`src/rtl/b10_pkg.sv`:
```
// rtl/b10_pkg.sv - shared BCD constants, state encoding and digit check for the countdown core.
package b10_pkg;

  localparam int BCD_W = 4;
  localparam logic [3:0] MAX_DIGIT = 4'd9;

  localparam logic [1:0] ST_IDLE = 2'd0;
  localparam logic [1:0] ST_RUN  = 2'd1;
  localparam logic [1:0] ST_DONE = 2'd2;

  function automatic logic is_bcd_digit(input logic [3:0] d);
    return (d <= MAX_DIGIT);
  endfunction

endpackage

```
`src/rtl/b10_countdown_if.sv`:
```
// rtl/b10_countdown_if.sv - control/status bundle between the timer FSM, the countdown core and the display.
interface b10_countdown_if #(
  parameter int N_DIGITS = 4
);
  logic                  load;
  logic [4*N_DIGITS-1:0] d_in;
  logic                  start;
  logic                  tick;
  logic [4*N_DIGITS-1:0] q;
  logic                  busy;
  logic                  done;
  logic                  err;

  modport master (
    output load, d_in, start, tick,
    input  q, busy, done, err
  );

  modport slave (
    input  load, d_in, start, tick,
    output q, busy, done, err
  );
endinterface

```
`src/rtl/b10_halfsubtractor.sv`:
```
// rtl/b10_halfsubtractor.sv - one BCD digit minus a borrow-in, producing a borrow-out.
import b10_pkg::*;

module b10_halfsubtractor (
  input  logic [3:0] x3_x0,
  input  logic       bin,
  output logic [3:0] s3_s0,
  output logic       bout
);

  always_comb begin
    s3_s0 = x3_x0;
    bout  = 1'b0;
    if (bin) begin
      if (x3_x0 == 4'd0) begin
        s3_s0 = MAX_DIGIT;
        bout  = 1'b1;
      end else begin
        s3_s0 = x3_x0 - 4'd1;
      end
    end
  end

endmodule

```
`src/rtl/b10_countdown.sv`:
```
// rtl/b10_countdown.sv - N-digit BCD down counter with load/start/tick and terminal pulse.
// Optional periodic reload on reaching zero: B10_COUNTDOWN_AUTORELOAD_EN.
import b10_pkg::*;

module b10_countdown #(
  parameter int N_DIGITS = 4
) (
  input  logic          clock,
  input  logic          reset,
  b10_countdown_if.slave bus
);

  localparam int W = BCD_W * N_DIGITS;
  localparam logic [W-1:0] ONE = W'(1);

  logic [W-1:0]      q_r;
  logic [W-1:0]      q_dec;
  logic [1:0]        state;
  logic              busy_r;
  logic              done_r;
  logic              err_r;
  logic [N_DIGITS:0] borrow;
  logic              d_valid;
  logic              unused_bout;

`ifdef B10_COUNTDOWN_AUTORELOAD_EN
  logic [W-1:0]      reload_r;
`endif

  // Digit 0 always borrows, so the chain computes q - 1.
  assign borrow[0] = 1'b1;

  for (genvar k = 0; k < N_DIGITS; k++) begin : g_digit
    b10_halfsubtractor u_hs (
      .x3_x0 (q_r[BCD_W*k +: BCD_W]),
      .bin   (borrow[k]),
      .s3_s0 (q_dec[BCD_W*k +: BCD_W]),
      .bout  (borrow[k+1])
    );
  end

  // The top borrow can never fire because RUN is never held at zero.
  assign unused_bout = borrow[N_DIGITS];

  always_comb begin
    d_valid = 1'b1;
    for (int k = 0; k < N_DIGITS; k++) begin
      if (!is_bcd_digit(bus.d_in[BCD_W*k +: BCD_W])) d_valid = 1'b0;
    end
  end

  always_ff @(posedge clock) begin
    if (reset) begin
      q_r    <= '0;
      state  <= ST_IDLE;
      busy_r <= 1'b0;
      done_r <= 1'b0;
      err_r  <= 1'b0;
`ifdef B10_COUNTDOWN_AUTORELOAD_EN
      reload_r <= '0;
`endif
    end else begin
      done_r <= 1'b0;
      if (bus.load) begin
        if (d_valid) begin
          q_r    <= bus.d_in;
          state  <= ST_IDLE;
          busy_r <= 1'b0;
`ifdef B10_COUNTDOWN_AUTORELOAD_EN
          reload_r <= bus.d_in;
`endif
        end else begin
          err_r <= 1'b1;
        end
      end else if (bus.start && state != ST_RUN) begin
        if (q_r != '0) begin
          state  <= ST_RUN;
          busy_r <= 1'b1;
        end else begin
          state  <= ST_DONE;
          busy_r <= 1'b0;
          done_r <= 1'b1;
        end
      end else if (state == ST_RUN && bus.tick) begin
        if (q_r == ONE) begin
          done_r <= 1'b1;
`ifdef B10_COUNTDOWN_AUTORELOAD_EN
          if (reload_r != '0) begin
            q_r <= reload_r;
          end else begin
            q_r    <= '0;
            state  <= ST_DONE;
            busy_r <= 1'b0;
          end
`else
          q_r    <= '0;
          state  <= ST_DONE;
          busy_r <= 1'b0;
`endif
        end else begin
          q_r <= q_dec;
        end
      end
    end
  end

  assign bus.q    = q_r;
  assign bus.busy = busy_r;
  assign bus.done = done_r;
  assign bus.err  = err_r;

endmodule

```
`src/flat_wrapper.sv`:
```
// flat-port wrapper written by rule: the top's interface ports become plain ports
module b10_countdown_flat 
#(
  parameter int N_DIGITS = 4
)
  (clock, reset, bus_load, bus_d_in, bus_start, bus_tick, bus_q, bus_busy, bus_done, bus_err);
  b10_countdown_if #(.N_DIGITS(N_DIGITS)) bus_i ();
  input  logic clock;
  input  logic reset;
  input wire logic [$bits(bus_i.load)-1:0] bus_load;
  input wire logic [$bits(bus_i.d_in)-1:0] bus_d_in;
  input wire logic [$bits(bus_i.start)-1:0] bus_start;
  input wire logic [$bits(bus_i.tick)-1:0] bus_tick;
  output wire logic [$bits(bus_i.q)-1:0] bus_q;
  output wire logic [$bits(bus_i.busy)-1:0] bus_busy;
  output wire logic [$bits(bus_i.done)-1:0] bus_done;
  output wire logic [$bits(bus_i.err)-1:0] bus_err;
  assign bus_i.load = bus_load;
  assign bus_i.d_in = bus_d_in;
  assign bus_i.start = bus_start;
  assign bus_i.tick = bus_tick;
  assign bus_q = bus_i.q;
  assign bus_busy = bus_i.busy;
  assign bus_done = bus_i.done;
  assign bus_err = bus_i.err;
  b10_countdown #(.N_DIGITS(N_DIGITS)) u_core (.clock(clock), .reset(reset), .bus(bus_i));
endmodule
```
`config.mk`:
```
export PLATFORM = sky130hd
export DESIGN_NAME = b10_countdown_flat
export DESIGN_NICKNAME = d
export VERILOG_FILES = /design/src/rtl/b10_pkg.sv /design/src/rtl/b10_countdown_if.sv /design/src/rtl/b10_halfsubtractor.sv /design/src/rtl/b10_countdown.sv /design/src/flat_wrapper.sv
export SDC_FILE = /design/constraint.sdc
export NUM_CORES = 1
export LEC_CHECK = 0
export ABC_AREA = 1
export BUFFER_PORTS_ARGS = -buffer_cell sky130_fd_sc_hd__buf_2
export CAP_MARGIN = 10
export CORE_ASPECT_RATIO = 0.8
export CORE_MARGIN = 1
export CORE_UTILIZATION = 45
export CTS_CLUSTER_DIAMETER = 120
export DETAILED_ROUTE_END_ITERATION = 8
export GPL_ROUTABILITY_DRIVEN = 0
export PLACE_DENSITY_LB_ADDON = 0.15
export REMOVE_ABC_BUFFERS = 1
export SETUP_SLACK_MARGIN = 0.4
export SYNTH_ARGS = -nofsm -noshare
export SYNTH_HDL_FRONTEND = slang
export SYNTH_SLANG_ARGS = --single-unit
```
`constraint.sdc`:
```
create_clock -name clock -period 2.65 [get_ports clock]
set_clock_uncertainty 0.2 [all_clocks]
set_input_delay 0.1325 -clock clock [delete_from_list [all_inputs] [get_ports clock]]
set_output_delay 0.1325 -clock clock [all_outputs]
set_load 0.05 [all_outputs]
```
# Yosys cells after proc, flatten, opt, wreduce, memory -nomap -nowiden
# Index checks and enable logic that the tools add are counted.
[classes] eq_ne=5 order_cmp=4 muxes=37 n_addsub=4 n_reduce_logical=20 bitwise=1
[ops] op="16-bit two-way mux" n=5
[ops] op="4-bit two-way mux" n=7
[ops] op="1-bit two-way mux" n=19
[ops] op="16-bit by 1-bit == test with 1-bit output (second input constant)" n=1
[ops] op="4-bit less-or-equal comparator (second input constant)" n=4
[ops] op="4-bit logical NOT" n=4
[ops] op="16-bit nonzero test" n=1
[ops] op="4-bit by 1-bit subtractor with 4-bit output (second input constant)" n=4
[ops] op="3-bit nonzero test" n=5
[ops] op="2-bit two-way mux" n=6
[ops] op="4-bit AND reduction" n=3
[ops] op="3-bit AND reduction" n=2
[ops] op="2-bit by 1-bit inequality test with 1-bit output (second input constant)" n=2
[ops] op="2-bit by 1-bit == test with 1-bit output (second input constant)" n=1
[ops] op="1-bit logical AND" n=2
[ops] op="2-bit inequality test (second input constant)" n=1
[ops] op="2-bit AND reduction" n=1
[ops] op="2-bit nonzero test" n=1
[ops] op="2-bit OR reduction" n=1
[ops] op="1-bit NOT" n=1
[word_totals] in_bits=21 output_inout_bits=19 register_bits=21 elab_cells=79

# Longest topological paths before layout
[depth] word_depth=9 mapped_depth=10 ltp_nobuf=10

# Hierarchy
# A second synthesis with hierarchy kept.
[unflattened] hier_cells=320 hier_area_um2=1831.8
[by_module_without_submodules] mod="b10_countdown" seq_area_each_um2=400.4 cells_each=252 n_inst=1 area_each_um2=1481.4
[by_module_without_submodules] mod="b10_halfsubtractor" seq_area_each_um2=0.0 cells_each=17 n_inst=4 area_each_um2=87.6

# Worst setup path before layout
# No wires, ideal clock.
[synth_timing] path_kind="register -> register" startpoint="reg u_core.q_r[0] (netlist: u_core.bus.q[0])" endpoint="reg u_core.q_r[11] (netlist: u_core.bus.q[11])" setup_time_ps=113 t_required_ps=2337 setup_slack_ps=666 arrival_ps=1672 path_buffers=0 synth_period_minus_slack_ps=1984 path_stages_with_launch=11 cell_sequence="dfxtp_1 > inv_1 > ha_1 > nand2_1 > nor2_1 > nor2_1 > nand2_2 > nand2_2 > nand2_1 > nand2_1 > nor2_1"
[synth_via] elab_chain_cells=5 word_cells_on_any_way=10 classes_between="eq/ne (1); mux (6); reduce/logical (3)"
[synth_rtl] element="start, declared" line_no="b10_countdown.sv:16" text="logic [W-1:0] q_r;"
[synth_rtl] element="start signal, assigned" line_no="b10_countdown.sv:66" text="q_r <= bus.d_in;"
[synth_rtl] element="start signal, assigned" line_no="b10_countdown.sv:101" text="q_r <= q_dec;"
[synth_rtl] element="16-bit by 1-bit == test with 1-bit output / 4-bit logical NOT (equally long branches)" line_no="b10_countdown.sv:85, b10_halfsubtractor.sv:15"
[synth_rtl] element="16-bit two-way mux / 1-bit two-way mux (equally long branches)" line_no="b10_countdown.sv:85, b10_halfsubtractor.sv:15"
[synth_rtl] element="16-bit two-way mux / 1-bit two-way mux (equally long branches)" line_no="b10_countdown.sv:84, b10_halfsubtractor.sv:14"
[synth_rtl] element="16-bit two-way mux / 3-bit nonzero test (equally long branches)"
[synth_rtl] element="16-bit two-way mux / 4-bit AND reduction (equally long branches)"
# Parallel ways exist; a longest one is shown, timed or not. The select of a mux whose other input is x is not followed.
# A chain may end at the register's enable or synchronous reset.

# Worst setup path after layout
[layout_timing] startpoint="reg u_core.q_r[8] (netlist: u_core.bus.q[8])" endpoint="reg u_core.q_r[0] (netlist: u_core.bus.q[0])"
[layout_via] elab_chain_cells=5
[layout_rtl] element="16-bit by 1-bit == test with 1-bit output" line_no="b10_countdown.sv:85" text="if (q_r == ONE) begin"
[layout_rtl] element="16-bit two-way mux" line_no="b10_countdown.sv:85"
[layout_rtl] element="16-bit two-way mux" line_no="b10_countdown.sv:84" text="end else if (state == ST_RUN && bus.tick) begin"
[layout_rtl] element="16-bit two-way mux" line_no="b10_countdown.sv:75" text="end else if (bus.start && state != ST_RUN) begin"
[layout_rtl] element="16-bit two-way mux" line_no="b10_countdown.sv:64" text="if (bus.load) begin"
# No other way between the ends. The select of a mux whose other input is x is not followed.

==> flow_metrics.tcl <==
set metrics [dict create \
    drive_gt1_share_pct 21.30 \
    min_period_over_period_pct 67.83 \
    ant_nets 0 \
    core-area_sq_mm 0.003085 \
    critical_path.cell_chain "inv_1 -> ha_1 -> nand3_2 -> nor2_2 -> nand2_4 -> nand2_1 -> o21ai_0 -> nor2_1 -> nor2_1" \
    grt_pass1_wl_um 5706 \
    yosysTopAreaCellShare_pct 27.37 \
    finalHoldViolations 0 \
    synthTopCellsByArea "dfxtp_1 (27%), nand2_1 (14%), nor2_1 (13%)" \
    slowest_delay_ns 0.32 \
    pin_count 40 \
    worst_slack_ns 0.8526 \
    start_kind "flop" \
    yosysMostFrequentCell "nand2_1" \
    post-route-min-period_ns 1.797 \
    cts.clk_slew.worst_paths_ns 0.08 \
    setup_viol 0 \
    status "complete, no violations" \
    die_w_um 65.74 \
    root_buffer "clkbuf_8" \
    cp_slowest_cell "dfxtp_1" \
    fmax_ghz 0.5564 \
    crit_top_cell "nor2_1" \
    yosysSeqAreaShare_pct 27.37 \
    rsz0062_at_grt "no" \
    grtUsageTotal_pct 21.77 \
    cts_buffers 3 \
    ys.flop_type "dfxtp_1" \
    remaining_drc_errors 0 \
    routed_wl_um 3325 \
    clkSinkCount 20 \
    synth_cells 236 \
    cp_max_fo 8 \
    dp_slack_ns 0.8619 \
    drv_slew 0 \
    drtIter0Drc 98 \
    die-area_sq_mm 0.003484 \
    synth_xor_xnor_area_share_pct 1.796 \
    hold_class "in -> reg" \
    synth.cell_area_sq_mm 0.001463 \
    synth_area_leader_cell "dfxtp_1" \
    peakVddDrop_v 0.0002672 \
    synth_top_family_by_area "simple AND/OR/NAND/NOR gates" \
    dr.pass1.iters 4 \
    vias 1537 \
    synth_compound_area_share_pct 9.752 \
    synthSimpleGateAreaFrac_pct 44.48 \
    grt_overflow 0 \
    die_y_um 53.00 \
    cap_violations 0 \
    p_leak_nw 0.9619 \
    syn_avg_cell_area_sq_um 6.198 \
    criticalPathCategory "reg -> reg" \
    synth-seq-cells 20 \
    ys_types 26 \
    yosysWarningCount 0 \
    dp_hpwl_um 2559 \
    n_antenna_cell 0 \
    vias_per_cell 4.849 \
    floorplan.initialDensity_pct 47.40 \
    synthAdderAreaFrac_pct 5.988 \
    first_global_vias 1291 \
    cp.arrival_ns 1.75 \
    power_mw 0.9844 \
    clk-insertion-delay-late_ns 0.26 \
    endpoint_kind "flop" \
    synth.area.mux_share_pct 0.6843 \
    worst_pin_slew_ns 0.4581 \
    required_ns 2.60 \
    cts_resized 0 \
    fillers 303 \
    finalNetCount 306 \
    maxSlewHeadroom_pct 69.43 \
    p_per_area_mw_per_mm2 561.2 \
    htreeDepth 1 \
    antenna_found_initial 0 \
    tns_ns 0 \
    wl_per_cell_um 10.49 \
    tritoncts "yes" \
    portBuffers 39 \
    synthTopCellsByCount "nand2_1 (55), nor2_1 (51), inv_1 (27)" \
    rows 18 \
    synth_edf_count 0 \
    finalHoldWorstSlack_ns 0.01354 \
    clk_path_buf_depth 2 \
    grt_max_degree 21 \
    async_reset_ff_share_pct 0 \
    synthToLayoutAreaGrowth_pct 19.93 \
]
worst max-delay path: cells and delay by family, from the launching register on:
kind | cells | cell delay (ns)
buffers and inverters | 1 | 0.11
adders and majority gates | 1 | 0.24
and+or+nand+nor | 6 | 0.73
DFF | 1 | 0.32
AOI/OAI and AO/OA | 1 | 0.10
final cells by class:
| type | count | area, sq um | area share (%) |
|---|---|---|---|
| repair buffers | 42 | 222.7 | 12.70 |
| multi-input cells | 182 | 917.1 | 52.28 |
| flip-flops and latches | 20 | 400.4 | 22.82 |
| inverters | 29 | 108.9 | 6.205 |
| clock buffers | 4 | 55.05 | 3.138 |
| well taps | 40 | 50.05 | 2.853 |
sequential cells by signal (all words and copies together), names as in the netlist:
register / cells
u_core.bus.q: 16
u_core.state: 2
u_core.bus.err: 1
u_core.bus.done: 1
cells by family after synthesis:
family / after synthesis
simple gates: 144
buf+inv: 34
compound gates: 27
flops: 20
fa+ha+maj: 7
xor+xnor: 3
mux: 1
placed cells by master (no fill, tap or decap):
cell type,count
nand2_2,4
mux2i_1,1
inv_1,27
nor2_2,3
nand2_4,1
buf_2,39
ha_1,7
inv_2,2
nor2_1,51
a22oi_1,1
xor2_1,1
nand3b_1,1
nand2_1,55
xnor2_1,2
nand3_1,20
nand3_2,3
buf_4,1
a21oi_1,4
clkbuf_8,4
dlygate4sd3_1,2
o211ai_1,1
and3_1,1
dfxtp_1,20
nand4_1,3
o31ai_1,1
o21ai_0,20
nand3_4,2
where the power goes:
group          total, mW  internal (mW)  switching (mW)  leakage (nW)
logic              0.401          0.124           0.277         0.769
clock network      0.237          0.132           0.105        0.0288
registers          0.346          0.327          0.0194         0.164
per-stage QoR:
step,std cells,cell area (sq um),util (%)
detailed placement,311,1679,54.42
CTS,317,1754,56.85
global route,317,1754,56.85
finish,317,1754,56.85
global placement,311,1679,54.42
floorplan,231,1426,-
what timing repair did:
item | CTS | global route
hold buffers | 2 | 0
setup buffers | 0 | 0
endpoints found under the hold margin | 4 | 0
worst paths after layout:
kind	slack, ns	to	startpoint	depth (start not counted)
setup / recovery	0.85	u_core.bus.q[0]	u_core.bus.q[8]	9
hold reg to reg	0.26	u_core.bus.err	u_core.bus.err	2
hold / removal	0.01	u_core.bus.q[2]	bus_d_in[2]	5
setup reg to reg	0.85	u_core.bus.q[0]	u_core.bus.q[8]	9
per-layer routing:
metal / track usage, % / vias up / wire [um]
li1: - / 832 / -
met3: 4.741 / 2 / 173
met5: 0 / - / 0
met4: 5.072 / 0 / 23
met1: 31.10 / 661 / 1789
met2: 32.82 / 42 / 1339
No activity file was read; power rests on OpenSTA's default activity.
